$ cat config.mk
export PLATFORM = sky130hd
export DESIGN_NAME = handler_tx_arbiter_flat
export DESIGN_NICKNAME = d
export VERILOG_FILES = /design/src/rtl/handler_tx_arbiter_if.sv /design/src/rtl/handler_tx_arbiter.sv /design/src/flat_wrapper.sv
export SDC_FILE = /design/constraint.sdc
export NUM_CORES = 1
export LEC_CHECK = 0
export BUFFER_PORTS_ARGS = -buffer_cell sky130_fd_sc_hd__buf_2
export CAP_MARGIN = 0
export CORE_AREA = 2 2 102 104
export CTS_CLUSTER_DIAMETER = 30
export CTS_CLUSTER_SIZE = 30
export DETAILED_ROUTE_END_ITERATION = 6
export DIE_AREA = 0 0 104 106
export HOLD_SLACK_MARGIN = 0.15
export PLACE_DENSITY = 0.7
export SYNTH_ARGS = -nofsm -noshare
export SYNTH_HDL_FRONTEND = slang
export SYNTH_SLANG_ARGS = --single-unit
$ cat constraint.sdc
create_clock -name clock -period 3.25 [get_ports clock]
set_clock_uncertainty 0.15 [all_clocks]
set_input_delay 0.65 -clock clock [delete_from_list [all_inputs] [get_ports clock]]
set_output_delay 0.65 -clock clock [all_outputs]
set_load 0.03 [all_outputs]
$ cat src/rtl/handler_tx_arbiter_if.sv
// Bundle of kernel request ports, per-kernel payload streams and the merged
// handler stream. The arbiter takes the master side; kernels/sink the slave side.
interface handler_tx_arbiter_if #(
  parameter int NUM_KERNELS = 2
);
  logic [NUM_KERNELS-1:0]      req_valid;
  logic [NUM_KERNELS-1:0]      req_ready;
  logic [16*NUM_KERNELS-1:0]   req_dest;
  logic [4*NUM_KERNELS-1:0]    req_handler;
  logic [NUM_KERNELS-1:0]      req_has_payload;
  logic [64*NUM_KERNELS-1:0]   pl_tdata;
  logic [NUM_KERNELS-1:0]      pl_tvalid;
  logic [NUM_KERNELS-1:0]      pl_tlast;
  logic [NUM_KERNELS-1:0]      pl_tready;
  logic [63:0]                 axis_handler_tdata;
  logic                        axis_handler_tvalid;
  logic                        axis_handler_tlast;
  logic                        axis_handler_tready;
  logic [15:0]                 address_offset;

  modport master (
    input  req_valid, req_dest, req_handler, req_has_payload,
    input  pl_tdata, pl_tvalid, pl_tlast, axis_handler_tready, address_offset,
    output req_ready, pl_tready,
    output axis_handler_tdata, axis_handler_tvalid, axis_handler_tlast
  );

  modport slave (
    output req_valid, req_dest, req_handler, req_has_payload,
    output pl_tdata, pl_tvalid, pl_tlast, axis_handler_tready, address_offset,
    input  req_ready, pl_tready,
    input  axis_handler_tdata, axis_handler_tvalid, axis_handler_tlast
  );
endinterface

$ cat src/rtl/handler_tx_arbiter.sv
// Round-robin arbiter merging per-kernel AM requests into one handler stream:
// a registered header beat, then an optional pass-through payload from the winner.
// Handshake: a beat transfers on any rising edge where tvalid and tready are both 1;
// req_ready[g] is high exactly in the cycle the header beat transfers.
module handler_tx_arbiter #(
  parameter int NUM_KERNELS = 2,
  localparam int KERNEL_WIDTH = (NUM_KERNELS == 1) ? 1 : $clog2(NUM_KERNELS)
) (
  input  logic                 clock,
  input  logic                 reset,
  handler_tx_arbiter_if.master bus,
  output logic [1:0]           dbg_state_o
);

  typedef enum logic [1:0] {
    ST_IDLE    = 2'd0,
    ST_HEADER  = 2'd1,
    ST_PAYLOAD = 2'd2
  } state_t;

  state_t                  state_q;
  logic [KERNEL_WIDTH-1:0] rr_ptr_q;
  logic [KERNEL_WIDTH-1:0] grant_q;
  logic [63:0]             header_q;
  logic                    has_payload_q;

  logic                    found_d;
  logic [KERNEL_WIDTH-1:0] pick_d;
  logic [KERNEL_WIDTH-1:0] rr_next_d;
  logic [63:0]             header_d;
  int                      cand;

  // Scan from rr_ptr upward, wrapping, and take the first requester.
  always_comb begin
    found_d = 1'b0;
    pick_d  = '0;
    cand    = 0;
    for (int i = 0; i < NUM_KERNELS; i++) begin
      cand = int'(rr_ptr_q) + i;
      if (cand >= NUM_KERNELS) cand = cand - NUM_KERNELS;
      if (!found_d && bus.req_valid[cand]) begin
        found_d = 1'b1;
        pick_d  = KERNEL_WIDTH'(cand);
      end
    end
  end

  always_comb begin
    header_d        = 64'd0;
    header_d[59:56] = bus.req_handler[4*int'(pick_d) +: 4];
    header_d[39:24] = bus.req_dest[16*int'(pick_d) +: 16];
    header_d[15:0]  = bus.address_offset + 16'(pick_d);
  end

  assign rr_next_d = (int'(grant_q) == NUM_KERNELS - 1) ? '0 : grant_q + KERNEL_WIDTH'(1);

  always_ff @(posedge clock) begin
    if (reset) begin
      state_q       <= ST_IDLE;
      rr_ptr_q      <= '0;
      grant_q       <= '0;
      header_q      <= 64'd0;
      has_payload_q <= 1'b0;
    end else begin
      case (state_q)
        ST_IDLE: begin
          if (found_d) begin
            grant_q       <= pick_d;
            header_q      <= header_d;
            has_payload_q <= bus.req_has_payload[pick_d];
            state_q       <= ST_HEADER;
          end
        end
        ST_HEADER: begin
          if (bus.axis_handler_tready) begin
            if (has_payload_q) begin
              state_q <= ST_PAYLOAD;
            end else begin
              state_q  <= ST_IDLE;
              rr_ptr_q <= rr_next_d;
            end
          end
        end
        ST_PAYLOAD: begin
          if (bus.pl_tvalid[grant_q] && bus.pl_tlast[grant_q] && bus.axis_handler_tready) begin
            state_q  <= ST_IDLE;
            rr_ptr_q <= rr_next_d;
          end
        end
        default: state_q <= ST_IDLE;
      endcase
    end
  end

  // Outputs are forced low while reset is held so nothing leaks mid-abort.
  always_comb begin
    bus.axis_handler_tdata  = 64'd0;
    bus.axis_handler_tvalid = 1'b0;
    bus.axis_handler_tlast  = 1'b0;
    bus.req_ready           = '0;
    bus.pl_tready           = '0;
    if (!reset) begin
      case (state_q)
        ST_HEADER: begin
          bus.axis_handler_tdata  = header_q;
          bus.axis_handler_tvalid = 1'b1;
          bus.axis_handler_tlast  = ~has_payload_q;
          bus.req_ready[grant_q]  = bus.axis_handler_tready;
        end
        ST_PAYLOAD: begin
          bus.axis_handler_tdata  = bus.pl_tdata[64*int'(grant_q) +: 64];
          bus.axis_handler_tvalid = bus.pl_tvalid[grant_q];
          bus.axis_handler_tlast  = bus.pl_tlast[grant_q];
          bus.pl_tready[grant_q]  = bus.axis_handler_tready;
        end
        default: ;
      endcase
    end
  end

  assign dbg_state_o = state_q;

endmodule
$ cat src/flat_wrapper.sv
// flat-port wrapper written by rule: the top's interface ports become plain ports
module handler_tx_arbiter_flat 
#(
  parameter int NUM_KERNELS = 2,
  localparam int KERNEL_WIDTH = (NUM_KERNELS == 1) ? 1 : $clog2(NUM_KERNELS)
)
  (clock, reset, dbg_state_o, bus_req_valid, bus_req_dest, bus_req_handler, bus_req_has_payload, bus_pl_tdata, bus_pl_tvalid, bus_pl_tlast, bus_axis_handler_tready, bus_address_offset, bus_req_ready, bus_pl_tready, bus_axis_handler_tdata, bus_axis_handler_tvalid, bus_axis_handler_tlast);
  handler_tx_arbiter_if #(.NUM_KERNELS(NUM_KERNELS)) bus_i ();
  input  logic clock;
  input  logic reset;
  output logic [1:0] dbg_state_o;
  input wire logic [$bits(bus_i.req_valid)-1:0] bus_req_valid;
  input wire logic [$bits(bus_i.req_dest)-1:0] bus_req_dest;
  input wire logic [$bits(bus_i.req_handler)-1:0] bus_req_handler;
  input wire logic [$bits(bus_i.req_has_payload)-1:0] bus_req_has_payload;
  input wire logic [$bits(bus_i.pl_tdata)-1:0] bus_pl_tdata;
  input wire logic [$bits(bus_i.pl_tvalid)-1:0] bus_pl_tvalid;
  input wire logic [$bits(bus_i.pl_tlast)-1:0] bus_pl_tlast;
  input wire logic [$bits(bus_i.axis_handler_tready)-1:0] bus_axis_handler_tready;
  input wire logic [$bits(bus_i.address_offset)-1:0] bus_address_offset;
  output wire logic [$bits(bus_i.req_ready)-1:0] bus_req_ready;
  output wire logic [$bits(bus_i.pl_tready)-1:0] bus_pl_tready;
  output wire logic [$bits(bus_i.axis_handler_tdata)-1:0] bus_axis_handler_tdata;
  output wire logic [$bits(bus_i.axis_handler_tvalid)-1:0] bus_axis_handler_tvalid;
  output wire logic [$bits(bus_i.axis_handler_tlast)-1:0] bus_axis_handler_tlast;
  assign bus_i.req_valid = bus_req_valid;
  assign bus_i.req_dest = bus_req_dest;
  assign bus_i.req_handler = bus_req_handler;
  assign bus_i.req_has_payload = bus_req_has_payload;
  assign bus_i.pl_tdata = bus_pl_tdata;
  assign bus_i.pl_tvalid = bus_pl_tvalid;
  assign bus_i.pl_tlast = bus_pl_tlast;
  assign bus_i.axis_handler_tready = bus_axis_handler_tready;
  assign bus_i.address_offset = bus_address_offset;
  assign bus_req_ready = bus_i.req_ready;
  assign bus_pl_tready = bus_i.pl_tready;
  assign bus_axis_handler_tdata = bus_i.axis_handler_tdata;
  assign bus_axis_handler_tvalid = bus_i.axis_handler_tvalid;
  assign bus_axis_handler_tlast = bus_i.axis_handler_tlast;
  handler_tx_arbiter #(.NUM_KERNELS(NUM_KERNELS)) u_core (.clock(clock), .reset(reset), .bus(bus_i), .dbg_state_o(dbg_state_o));
endmodule
==> summary.txt <==
CTS
  – Hold buffer count at CTS: 0
  – Max Root-Sink Buffers: 2
  – Htree depth: 2
  – CTS sink count: 41
  – Clk_lat worst skew: a little under 0.3 ns
  – # Post-CTS Setup Buffers: 0
  – Num CTS Buffers: 5
  – Clock-pin slew on the worst setup and hold paths: 0.08 ns
  – Clock Root Buffer: clkbuf_8
  – Post-CTS sizing: 0
  – CTS tree: built

Global routing
  – Largest net degree at the start of global routing: 53
  – First-pass GRT wire length: 17.8 mm
  – All-Layer GR Usage: 19.1%
  – Vias in the first global route: ~3800
  – Most used routing layer: met2
  – M3 GR Usage: 4.66%
  – GRT met1 Usage: 23.6%
  – Met2 global-route usage: 34.6%
  – Overflow after GRT: 0
  – Initial antenna violation count: 0

Placement
  – Dpl hpwl: a little under 9 mm
  – Placed insts: 813
  – Gp weighted congestion: 0.832
  – Port Buf Inserts: 266
  – Place WS: 0.481 ns

Cells and area
  – Sequential cell area: 825 um2
  – Util after Layout: 48.2%
  – Antenna diodes: 0
  – Final #Nets: slightly below 900
  – Multi-input gate area: ~2300 um2
  – Fill cell count: 1027
  – Area Overhead vs Synth: 47.4%
  – Ratio of cells with drive above 1 in the final layout: 43.1%
  – Layout Cells excl Fill: 820

Routing
  – Total Wirelength: 11.3 mm
  – Residual DRC count: 0
  – DR pass1 iterations: 4
  – Vias: 3979
  – Routed WL per cell: ~14 um
  – Vias/cell: 4.85
  – Antenna viol nets, final: 0
  – 1st-iter DRT viols: 193

Hold path
  – WHS Endpoint: u_core.header_q[28]$_SDFFE_PP0P_
  – Worst hold start: u_core.header_q[28]$_SDFFE_PP0P_
  – Worst hold stages: 2
  – Hold Path Class: reg2reg

Worst setup path
  – Worst Path Class, Setup: reg2out
  – FF-to-FF Start: u_core.grant_q$_SDFFE_PP0P_
  – Critical path capture point type: primary output
  – Startpoint types: flip-flop
  – CP arrival: 2.26 ns
  – Critical path fanouts, max: 52
  – Worst r2r dst: u_core.dbg_state_o[0]$_SDFFE_PP0P_
  – Internal reg-to-reg setup slack: approximately 1.1 ns
  – Worst EP required: about 2.5 ns
  – R2r worst-path depth: 4

Die
  – Core region area: between 9000 and 10000 um2
  – Cell Rows: 37
  – Die H: 106 um
  – Io pins: 267
  – DIE WIDTH: around 100 um
  – Initial Util: 32.7%
  – Die area: 11000 um2

STA
  – # setup viols final: 0
  – Fmax: 327 MHz
  – Final period utilization: 94.0%
  – Setup tns final: 0 ns
  – Hold Fails Final Rpt: 0
  – Pins over their slew limit: 0
  – RSZ-0062 raised after global routing: false
  – Slew margin rel.: 44.6%
  – Final min period: 3.06 ns
  – Post-route setup slack: 0.193 ns
  – WHS: 0.352 ns
  – Slew @ Worst Pin: 0.830 ns

Yosys
  – Synth async-reset ratio: 0%
  – Register area share after synthesis: approximately 25%
  – YS warnings: 0
  – Top_reg_cell synth: dfxtp_1
  – Syn Inst Count: 440
  – Syn_nets: 641
  – Syn avg cell area: 7.43 um2
  – Top-area cell type share of the netlist area: about a quarter
  – EDFF count, synth: 0
  – Unique masters post-synth: 37
  – Top post-synthesis cells by area: dfxtp_1, mux2i_1, nand2_1
  – Cell area after synthesis: 3270 um2
  – FF+latch count, synth: 41
  – Area leader, netlist: dfxtp_1

Power and ir drop
  – Worst vdd ir: roughly 0.00018 V
  – Pleak: 2.32 nW
  – PwrDens: 336 nW/um2

Run status
  – Status: completed

Job
  – MaxCap Viol Count: 0
-- per-layer routing --
layer	vias up	part of all wire (%)	wire [um]
met5	-	0	0
met4	0	0.56	63
met3	10	7.2	807
met2	153	50	5600
met1	1794	43	4820
li1	2022	-	-
-- sequential cells by signal (all words and copies together) (netlist names) --
name and count:
u_core.dbg_state_o 2, u_core.rr_ptr_q 1, u_core.header_q 36, u_core.grant_q 1
u_core.has_payload_q 1
-- how the worst max path moves through the flow --
stage	from	end	slack, ns	depth (start not counted)
2_1_floorplan	u_core.dbg_state_o[0]$_SDFFE_PP0P_	bus_axis_handler_tdata[5]	0.35	6
3_3_place_gp	reset	bus_axis_handler_tdata[34]	0.54	7
5_1_grt	u_core.dbg_state_o[0]$_SDFFE_PP0P_	bus_axis_handler_tdata[34]	0.02	8
4_1_cts	u_core.dbg_state_o[0]$_SDFFE_PP0P_	bus_axis_handler_tdata[34]	0.17	7
6_report	u_core.dbg_state_o[1]$_SDFFE_PP0P_	bus_axis_handler_tvalid	0.19	7
3_5_place_dp	reset	bus_axis_handler_tdata[34]	0.48	6
-- cells in the final DEF, fill, tap and decap left out, types with 2 or more instances in the layout --
master and count:
nor4_1 2, o21ai_1 30, nor3_1 5, nand3_1 8, a211oi_1 9, and3_1 2
a211oi_2 4, a311oi_1 23, clkbuf_8 5, buf_12 3, o21ai_0 8, mux2i_1 70
dfxtp_1 40, a21oi_1 2, nand2_1 82, nor2b_1 3, ha_1 6, nor3b_1 2
buf_2 266, inv_1 7, xnor2_1 12, buf_4 4, nor2_1 68, nand4_4 2
nor4_2 3
-- report_power, final --
| group | switching (W) | internal, W | total (W) |
|---|---|---|---|
| registers | 0.0000725 | 0.000582 | 0.000655 |
| clock network | 0.000178 | 0.000193 | 0.000370 |
| logic | 0.000316 | 0.000277 | 0.000592 |
-- cell type report --
type	instances	share of cell area (%)
flip-flops and latches	41	17.1
clock inverters	1	0.104
well taps	136	3.53
inverters	8	0.623
multi-input cells	355	47.2
repair buffers	273	29.5
clock buffers	6	1.95
-- cell families after synthesis --
kind of cell	count (synthesis)	synth area share, %
AOI/OAI and AO/OA	81	17.0
xor gates and xnor gates	13	3.48
adders and majority gates	6	2.30
buffers and inverters	44	5.59
DFF	41	25.1
muxes	70	21.4
and+or+nand+nor	185	25.1
-- Yosys cell counts, types with 4 or more instances --
cell type   n
o21ai_1    31
buf_1       7
xnor2_1    12
o21ai_0     8
inv_1       7
a211oi_1    9
nor3_1      5
nor2_1     68
mux2i_1    70
a211oi_2    4
dfxtp_1    41
ha_1        6
buf_2      14
clkbuf_1   15
nand2_1    83
nand3_1     8
a311oi_1   23
-- critical path: stages, from the launching register on --
cell and delay [ns]:
dfxtp_1 0.39, inv_1 0.10, ha_1 0.27, nor2b_1 0.23
nand2_2 0.25, buf_12 0.26, o21ai_0 0.21, buf_2 0.23
-- metrics by stage --
stage                     cell area (um2)  power (W)
after floorplan                      3270    0.00103
after global placement               4720    0.00124
after detailed placement             4720    0.00126
after CTS                            4820    0.00163
after global routing                 4820    0.00172
final                                4820    0.00162
Power figures use the tool's default switching activity.
